`config.mk`:
```
export PLATFORM = sky130hd
export DESIGN_NAME = uart_recv
export DESIGN_NICKNAME = d
export VERILOG_FILES = /design/src/rtl/uart_pkg.sv /design/src/rtl/uart_baud_tick.sv /design/src/rtl/uart_recv.sv
export SDC_FILE = /design/constraint.sdc
export NUM_CORES = 1
export LEC_CHECK = 0
export ABC_AREA = 1
export BUFFER_PORTS_ARGS = -buffer_cell sky130_fd_sc_hd__buf_2
export CELL_PAD_IN_SITES_DETAIL_PLACEMENT = 0
export CELL_PAD_IN_SITES_GLOBAL_PLACEMENT = 1
export CORE_UTILIZATION = 35
export CTS_CLUSTER_DIAMETER = 30
export CTS_CLUSTER_SIZE = 25
export DETAILED_ROUTE_END_ITERATION = 10
export GPL_TIMING_DRIVEN = 0
export PLACE_DENSITY = 0.76
export SLEW_MARGIN = 10
export SYNTH_ARGS = -nofsm -noshare
export SYNTH_HDL_FRONTEND = slang
export SYNTH_SLANG_ARGS = --single-unit
export TNS_END_PERCENT = 20
```
`constraint.sdc`:
```
create_clock -name clk -period 2.2 [get_ports clk]
set_clock_uncertainty 0.2 [all_clocks]
set_input_delay 0.44 -clock clk [delete_from_list [all_inputs] [get_ports clk]]
set_output_delay 0.44 -clock clk [all_outputs]
set_load 0.01 [all_outputs]
```
`src/rtl/uart_pkg.sv`:
```
// Shared UART definitions: FSM state encodings, oversampling constants and
// the baud divider calculation. Used by both the receiver and the transmitter.
package uart_pkg;

  // FSM state encodings
  localparam logic [2:0] ST_IDLE      = 3'd0;
  localparam logic [2:0] ST_START     = 3'd1;
  localparam logic [2:0] ST_DATA      = 3'd2;
  localparam logic [2:0] ST_STOP      = 3'd3;
  localparam logic [2:0] ST_WAIT_IDLE = 3'd4;

  // 16x oversampling; the mid-bit sample falls on count 7 of the start bit
  localparam int         OVS_RATE = 16;
  localparam logic [3:0] OVS_MID  = 4'd7;
  localparam logic [3:0] OVS_LAST = 4'd15;

  // Clocks per oversample tick, truncated, never below 1
  function automatic int calc_div(input int clk_freq, input int baud);
    int d;
    d = clk_freq / (baud * OVS_RATE);
    return (d < 1) ? 1 : d;
  endfunction

endpackage

```
`src/rtl/uart_baud_tick.sv`:
```
// Oversample tick generator: a free-running divider that produces a one-clk
// tick every DIV clocks. 'restart' realigns the divider to a start edge.
module uart_baud_tick #(
  parameter int DIV = 1
) (
  input  logic clk,
  input  logic rst,
  input  logic restart,
  output logic tick
);

  localparam int             CW   = (DIV > 1) ? $clog2(DIV) : 1;
  localparam logic [CW-1:0]  LAST = CW'(DIV - 1);

  logic [CW-1:0] div_cnt;

  // Divider counter: wraps at DIV-1, cleared by reset or a restart request
  always_ff @(posedge clk) begin
    // NOTE: state registers use non-blocking assignments so every flop
    // samples the pre-edge values of its inputs.
    if (!rst || restart) begin
      div_cnt <= '0;
    end else if (div_cnt == LAST) begin
      div_cnt <= '0;
    end else begin
      div_cnt <= div_cnt + CW'(1);
    end
  end

  assign tick = (div_cnt == LAST);

endmodule

```
`src/rtl/uart_recv.sv`:
```
// UART receiver, 8N1, LSB first, 16x oversampled. Delivers bytes through a
// single-entry rdata/rvalid holding register with rack handshake; the line
// is never stalled, so a byte arriving while the register is full is dropped
// and flagged with overrun.
module uart_recv
  import uart_pkg::*;
#(
  parameter int CLK_FREQ = 50_000_000,
  parameter int BAUD     = 9600
) (
  input  logic       clk,
  input  logic       rst,
  input  logic       rxd,
  output logic [7:0] rdata,
  output logic       rvalid,
  input  logic       rack,
  output logic       frame_err,
  output logic       overrun,
  output logic       busy
);

  localparam int DIV = calc_div(CLK_FREQ, BAUD);

  logic       rxd_meta;
  logic       rxd_sync;
  logic       rxd_prev;
  logic [2:0] state;
  logic [3:0] ovs_cnt;
  logic [2:0] bit_cnt;
  logic [7:0] shift;
  logic       tick;
  logic       start_edge;
  logic       stop_sample;
  logic       deliver;
  logic       bad_stop;

  // A start edge only counts in IDLE, so a held break never re-triggers
  assign start_edge  = (state == ST_IDLE) && rxd_prev && !rxd_sync;
  assign stop_sample = (state == ST_STOP) && tick && (ovs_cnt == OVS_LAST);
  assign deliver     = stop_sample && rxd_sync;
  assign bad_stop    = stop_sample && !rxd_sync;
  assign busy        = (state != ST_IDLE);

  uart_baud_tick #(.DIV(DIV)) u_baud_tick (
    .clk     (clk),
    .rst     (rst),
    .restart (start_edge),
    .tick    (tick)
  );

  // Two-flop synchronizer plus a delayed copy for falling-edge detection
  always_ff @(posedge clk) begin
    if (!rst) begin
      rxd_meta <= 1'b1;
      rxd_sync <= 1'b1;
      rxd_prev <= 1'b1;
    end else begin
      rxd_meta <= rxd;
      rxd_sync <= rxd_meta;
      rxd_prev <= rxd_sync;
    end
  end

  // Frame FSM: mid-bit sampling driven by the oversample counter
  always_ff @(posedge clk) begin
    if (!rst) begin
      state   <= ST_IDLE;
      ovs_cnt <= '0;
      bit_cnt <= '0;
      shift   <= '0;
    end else begin
      case (state)
        ST_IDLE: begin
          if (start_edge) begin
            state   <= ST_START;
            ovs_cnt <= '0;
          end
        end

        ST_START: begin
          if (tick) begin
            if (ovs_cnt == OVS_MID) begin
              // Re-zero at mid start bit so every later sample lands 16 ticks on
              ovs_cnt <= '0;
              bit_cnt <= '0;
              state   <= rxd_sync ? ST_IDLE : ST_DATA;
            end else begin
              ovs_cnt <= ovs_cnt + 4'd1;
            end
          end
        end

        ST_DATA: begin
          if (tick) begin
            ovs_cnt <= ovs_cnt + 4'd1;
            if (ovs_cnt == OVS_LAST) begin
              shift <= {rxd_sync, shift[7:1]};
              if (bit_cnt == 3'd7) begin
                state <= ST_STOP;
              end else begin
                bit_cnt <= bit_cnt + 3'd1;
              end
            end
          end
        end

        ST_STOP: begin
          if (tick) begin
            ovs_cnt <= ovs_cnt + 4'd1;
            if (ovs_cnt == OVS_LAST) begin
              state <= rxd_sync ? ST_IDLE : ST_WAIT_IDLE;
            end
          end
        end

        ST_WAIT_IDLE: begin
          if (rxd_sync) begin
            state <= ST_IDLE;
          end
        end

        default: state <= ST_IDLE;
      endcase
    end
  end

  // Output holding register, rvalid/rack handshake and status pulses
  always_ff @(posedge clk) begin
    if (!rst) begin
      rdata     <= 8'h00;
      rvalid    <= 1'b0;
      frame_err <= 1'b0;
      overrun   <= 1'b0;
    end else begin
      frame_err <= bad_stop;
      overrun   <= deliver && rvalid && !rack;
      if (deliver && (!rvalid || rack)) begin
        rdata  <= shift;
        rvalid <= 1'b1;
      end else if (rack) begin
        rvalid <= 1'b0;
      end
    end
  end

endmodule

```
==> impl_results.md, run 1 <==
- CTS tree: yes
- Area leader, netlist: dfxtp_1
- Layout cells sized above 1: 14.1%
- Worst skew pair latency: 290 ps
- Post-CTS setup buffers: 0
- Die area: 5620 um2
- 1st-pass router iterations: 4
- Vias per cell: 4.33
- Number of global-route vias before repair: 1403
- # IOs: 16
- Hold Path Class: in -> reg
- GP Congestion: 0.834
- Routed via count: 1559
- Core Region: 5110 um2
- Clock power share: 29.3%
- Worst Hold Path EP: rxd_meta
- Final wirelength: 3570 um
- Floorplan row count: 26
- Die width: 75.0 um
- Pwr Total: 2.12 mW
- Total track usage: 14.9%
- Setup-failing EPs final: 0
- Cell Pwr Density: 992 nW/um2
- RSZ-0062 raised after global routing: false
- Worst slack at placement: 426 ps
- First-pass GRT wire length: 6300 um
- Cells resized by post-CTS repair: 0
- Startpoint types: flip-flop
- H-tree depth: 2
- Fin Setup TNS: 0 ps
- Buffers added on ports: 14
- Antenna Cells: 0
- Initial drt markers: 103
- GR Util met3: 4.42%
- Final Max Slew Viols: 0
- Gr ovfl total: 0
- Max-Cap Viols: 0
- Number of synthesized register bits: 41
- Root Buffer: clkbuf_8
- Largest net degree at the start of global routing: 13
- Seq/Total Area, Yosys: 44.0%
- Final WS setup: 414 ps
- HPWL after DPL: 2580 um
- Syn nets: 277
- Worst EP required: 2220 ps
- Worst Tran Pin Value: 457 ps
- Hold-fix buffers at CTS: 0
- Placed inst area: 2020 um2
- Clk sink count: 41
- Met1 Usage GRT: 20.6%
- Number of buffers created by CTS: 5
- Synth cell types: 26
- Initial antenna violation count: 0
- Area grow syn2layout: 14.7%
- Switching share of total power: 33.7%
- Psw: 0.714 mW
- Internal: 1.41 mW
- Status: completed
- Final period util: 81.2%
- Rel. slew slack: 69.4%
- Worst-case reg-to-reg path depth: 8
- Final critical-path required period: 1790 ps
- Starting Density: 36.5%
- Peak supply drop: 0.479 mV
- Flop pwr share: 41.3%
- Placed cells: 352
- Post-Layout Cell Count: 360
- Synth Cell Area: 1860 um2
- Final #Nets: 298
- Final ANT Viol Nets: 0
- Crit. End Element: flip-flop
- Critical path peak fanout: 10
- Area share of the largest cell type after synthesis: 44.0%
- CP Class: reg -> reg
- Worst reg2reg endpoint: rdata[6]
- Number of hold violations in the final report: 0
- Hold_ws: 135 ps
- CP Launch Point: ovs_cnt[0]
- Reg2reg setup slack: 410 ps
- Synth Area per Inst: 6.96 um2
- Fmax: 560 MHz
- Hold Path Depth: 2
- Synth warn: 0
- DRC viols: 0
- Drt wl/cell: 9.90 um
- Grt met2 use: 21.6%
- Reg-to-Reg Start: ovs_cnt[0]
- Worst hold path startpoint: rxd
- GRT busiest layer: met2
- Lkg Pwr: 1.07 nW
- Worst endpoint data arrival time: 1810 ps
- Die Height: 75.0 um
- Combinational Power Share: 29.3%
- Syn Inst Count: 268
- Ranking of synthesized cells by area: dfxtp_1, nor2_1, nand2_1, inv_1, a21oi_1
- CTS Buffer Depth: 2
- Clock slew at reported path FFs: 70 ps
- Design Area, Final: 2140 um2
- Fill count: 568
- Final core area utilization: 41.9%
-- cells in the final DEF, fill, tap and decap left out, types with 5 or more instances in the layout --
cell / instances
buf_2: 15
ha_1: 5
nand4_1: 5
clkbuf_8: 6
o21ai_1: 11
a21oi_1: 14
nand3_1: 13
inv_2: 7
nor2_1: 59
inv_1: 30
dfxtp_1: 41
nand2_1: 55
-- worst max path at each step --
stage | cells after the start | slack (ps) | to
detailed placement | 7 | 430 | rdata[5]
finish | 8 | 410 | rdata[6]
global route | 8 | 230 | bit_cnt[2]
floorplan | 8 | 620 | state[1]
CTS | 7 | 400 | rdata[5]
global placement | 7 | 420 | rdata[5]
-- state kept, by name (all words and copies together) (netlist names) --
signal and count:
rvalid 1, rxd_sync 1, ovs_cnt 4, overrun 1, rxd_meta 1, u_baud_tick.div_cnt 9
bit_cnt 3, rxd_prev 1, frame_err 1, rdata 8, shift 8, state 3
-- cells in the mapped netlist --
cell type,number
a21oi_1,14
a31oi_1,1
and2_1,1
buf_2,1
buf_6,1
clkbuf_1,2
dfxtp_1,41
ha_1,5
inv_1,30
inv_2,7
nand2_1,55
nand2_2,3
nand3_1,13
nand3b_4,1
nand4_1,5
nor2_1,59
nor2_2,4
nor2_4,1
nor3_1,3
nor4_1,1
o21ai_0,3
o21ai_1,11
or2_1,1
or2_2,2
xnor2_1,1
xor2_1,2
-- area by class of cell --
type	count	area, um2	share of cell area [%]
plain buffers	4	23.8	1.11
clock buffers	7	86.3	4.04
clock inverters	1	30.0	1.40
inverters	37	139	6.50
multi-input cells	186	881	41.2
flip-flops and latches	41	821	38.4
well taps	70	87.6	4.10
repair buffers	14	70.1	3.28
-- logic make-up after synthesis --
| logic type | after synthesis | synth area share [%] |
|---|---|---|
| xor gates and xnor gates | 3 | 1.41 |
| DFF | 41 | 44.0 |
| AOI/OAI and AO/OA | 29 | 7.85 |
| and+or+nand+nor | 149 | 34.6 |
| buffers and inverters | 41 | 8.73 |
| adders and majority gates | 5 | 3.36 |
-- metal layers --
layer | vias up | share of wire, %
met5 | - | 0
met3 | 2 | 3.1
met4 | 0 | 1.1
li1 | 875 | -
met1 | 663 | 54
met2 | 19 | 42
-- critical path, stage by stage (launching register included) --
cell      delay (ps)
dfxtp_1          380
ha_1             220
nand3_1          210
nor2_4           220
nand3b_4         140
buf_6            170
nand2_1           50
nand2_1           40
nor2_1            90
-- power groups by stage --
stage / registers [mW] / clock network, mW / logic, mW
final: 0.877 / 0.622 / 0.622
after global routing: 0.891 / 0.678 / 0.734
after CTS: 0.877 / 0.646 / 0.626
after detailed placement: 0.895 / 0 / 0.624
after global placement: 0.894 / 0 / 0.633
after floorplan: 0.881 / 0 / 0.510
(Power assumes the default switching activity.)
==> run 2: changes to the inputs <==
--- a/config.mk
+++ b/config.mk
@@ -14,7 +14,7 @@
 export CTS_CLUSTER_SIZE = 25
 export DETAILED_ROUTE_END_ITERATION = 10
 export GPL_TIMING_DRIVEN = 0
-export PLACE_DENSITY = 0.76
+export PLACE_DENSITY = 0.78
 export SLEW_MARGIN = 10
 export SYNTH_ARGS = -nofsm -noshare
 export SYNTH_HDL_FRONTEND = slang
==> constraint.sdc (replaced) <==
create_clock -name clk -period 1.5 [get_ports clk]
set_clock_uncertainty 0.2 [all_clocks]
set_input_delay 0.3 -clock clk [delete_from_list [all_inputs] [get_ports clk]]
set_output_delay 0.3 -clock clk [all_outputs]
set_load 0.01 [all_outputs]
==> run 2 against run 1 <==
  * The run now ends with negative setup slack left
  * Critical path depth increased by 3
  * Sequential power increased by 51%
  * Total power increased by 63%
  * Final cell count increased by 2.5%
  * Non-clock buffer count increased by 9
  * First-iteration DRC count decreased by 19%
  * Wire length increased by 9.4%
  * Clock-buffer cell count unchanged
  * Sequential share of layout area decreased by 3.5 points
  * Setup slack got worse by 570 ps
==> impl_results.md, run 2 (synthesis results as in run 1) <==
- Initial drt markers: 83 (-19%)
- Failing checks: negative setup slack
- 1st-pass router iterations: 4 (unchanged)
- Setup-failing EPs final: 32 (+32)
- Core Region: 5110 um2 (unchanged)
- Startpoint types: flip-flop
- Max FFs per register: 9 (unchanged)
- Final WS setup: -155 ps (-569 ps)
- Vias per cell: 4.49 (+3.6%)
- Worst Tran Pin Value: 409 ps (-48.3 ps)
- # IOs: 16 (unchanged)
- Max-Cap Viols: 0 (unchanged)
- Largest Register: u_baud_tick.div_cnt
- Status: finished, violations left
- Number of global-route vias before repair: 1452 (+3.5%)
- Reg2reg setup slack: -160 ps (-570 ps)
- Reg-to-Reg Start: u_baud_tick.div_cnt[1]
- Die width: 75.0 um (unchanged)
- Clock power share: 26.7% (-2.6 points)
- Clk sink count: 41 (unchanged)
- Final critical-path required period: 1660 ps (-131 ps)
- Drt wl/cell: 10.6 um (+6.7%)
- Die area: 5620 um2 (unchanged)
- Psw: 1.24 mW (+74%)
- Gr ovfl total: 0 (unchanged)
- Switching share of total power: 35.9% (+2.2 points)
- Number of buffers created by CTS: 5 (unchanged)
- Worst endpoint data arrival time: 1690 ps (-120 ps)
- End of the critical path: rdata[6]
- Worst skew pair latency: 290 ps (about the same)
- Final period util: 110% (+29 points)
- Fin Setup TNS: -3370 ps (-3370 ps)
- Final #Nets: 307 (+3.0%)
- Crit. End Element: flip-flop
- CTS Buffer Depth: 2 (unchanged)
- Buffers added on ports: 14 (unchanged)
- Most frequent cells in the layout: nor2_1, nand2_1, dfxtp_1, inv_1, buf_2
- Pwr Total: 3.47 mW (+63%)
- Layout cells sized above 1: 28.8% (+15 points)
- HPWL after DPL: 2610 um (+1.3%)
- Final Max Slew Viols: 0 (unchanged)
- Routed via count: 1655 (+6.2%)
- Commonest non-fill, non-tap cell in the layout: nor2_1
- Rel. slew slack: 72.7% (+3.4 points)
- Number of hold violations in the final report: 0 (unchanged)
- Antenna Cells: 0 (unchanged)
- Final ANT Viol Nets: 0 (unchanged)
- Clock slew at reported path FFs: 80 ps (about the same)
- CTS tree: yes
- Worst-case reg-to-reg path depth: 11 (+3)
- Initial antenna violation count: 0 (unchanged)
- Area grow syn2layout: 28.3%
- DRC viols: 0 (unchanged)
- Largest net degree at the start of global routing: 13 (unchanged)
- GP Congestion: 0.856 (+2.7%)
- Hold Path Class: in -> reg
- RSZ-0062 raised after global routing: true
- Starting Density: 36.5% (unchanged)
- CP Class: reg -> reg
- Worst reg2reg endpoint: rdata[6]
- Final wirelength: 3900 um (+9.4%)
- Internal: 2.22 mW (+58%)
- Fmax: 604 MHz (+7.9%)
- Combinational Power Share: 35.1% (+5.8 points)
- Cell Pwr Density: 1450 nW/um2 (+46%)
- First-pass GRT wire length: 6440 um (+2.2%)
- Total track usage: 15.1% (+0.16 points)
- H-tree depth: 2 (unchanged)
- CP Launch Point: u_baud_tick.div_cnt[1]
- Fill count: 548 (-3.5%)
- Lkg Pwr: 1.14 nW (+6.4%)
- Top Registers: u_baud_tick.div_cnt: 9 flops, rdata: 8 flops, shift: 8 flops
- Root Buffer: clkbuf_8
- Floorplan row count: 26 (unchanged)
- Worst EP required: 1530 ps (-690 ps)
- Critical path peak fanout: 5 (-5)
- Peak supply drop: 0.798 mV (+67%)
- Flop pwr share: 38.2% (-3.1 points)
- Die Height: 75.0 um (unchanged)
==> run 2: worst min-delay path by stage <==
| stage | from | to | depth (start not counted) |
|---|---|---|---|
| global route | rack | overrun | 4 |
| global placement | rxd_meta | rxd_sync | 1 |
| floorplan | rxd_meta | rxd_sync | 1 |
| finish | rack | overrun | 4 |
| CTS | rack | overrun | 4 |
| detailed placement | rxd_meta | rxd_sync | 1 |
==> run 2: power groups by stage <==
stage | registers (mW) | logic, mW | clock network (mW)
floorplan | 1.30 | 0.772 | 0
global placement | 1.32 | 0.944 | 0
detailed placement | 1.32 | 0.957 | 0
CTS | 1.32 | 1.07 | 0.943
global route | 1.34 | 1.38 | 0.981
finish | 1.32 | 1.22 | 0.925
==> run 2: routing by layer <==
metal  wire length [um]  share of wire, %  vias to the layer above  GRT usage (%)
met5                  0                 0                        -              0
met4                 52               1.3                        0           5.66
met3                104               2.7                        6           3.21
met2               1670                43                       18           23.4
met1               2070                53                      738           20.5
li1                   -                 -                      893              -
==> run 2: stage by stage <==
stage          worst slack (ps)  hold WS (ps)  std cells  instance area (um2)  util (%)
2_1_floorplan             -80.6           193        268                 1890         -
6_report                   -155          77.9        369                 2390      46.8
3_3_place_gp               -231           194        352                 2050      40.1
4_1_cts                    -175          70.9        368                 2280      44.6
5_1_grt                    -300           106        369                 2390      46.8
3_5_place_dp               -255           199        352                 2050      40.1
==> run 2: cell type report <==
type / instances / area (um2) / area share, %
Inverter: 37 / 144 / 6.02
Sequential cell: 41 / 835 / 34.9
Clock inverter: 1 / 30.0 / 1.26
Multi-Input combinational cell: 186 / 1030 / 43.2
Buffer: 4 / 23.8 / 0.994
Timing Repair Buffer: 23 / 151 / 6.33
Clock buffer: 7 / 86.3 / 3.61
Tap cell: 70 / 87.6 / 3.66
==> run 2: repair_timing <==
item | in CTS | in global routing
endpoints found under the hold margin | 1 | 0
gates cloned | 1 | 0
buffers inserted | 6 | 1
endpoints found under the setup margin | 34 | 38
gates resized for setup | 18 | 29
pin swaps | 7 | 13
hold buffers | 1 | 0
==> run 2: worst max-delay path: stages (launching register included) <==
cell and delay (ps):
dfxtp_2 330, inv_2 60, ha_4 140, nand2_4 50, nor2_4 120, nand2_4 80
nor2_4 150, nand3b_4 130, buf_6 150, nand2_2 40, nand2_1 40, nor2_1 100
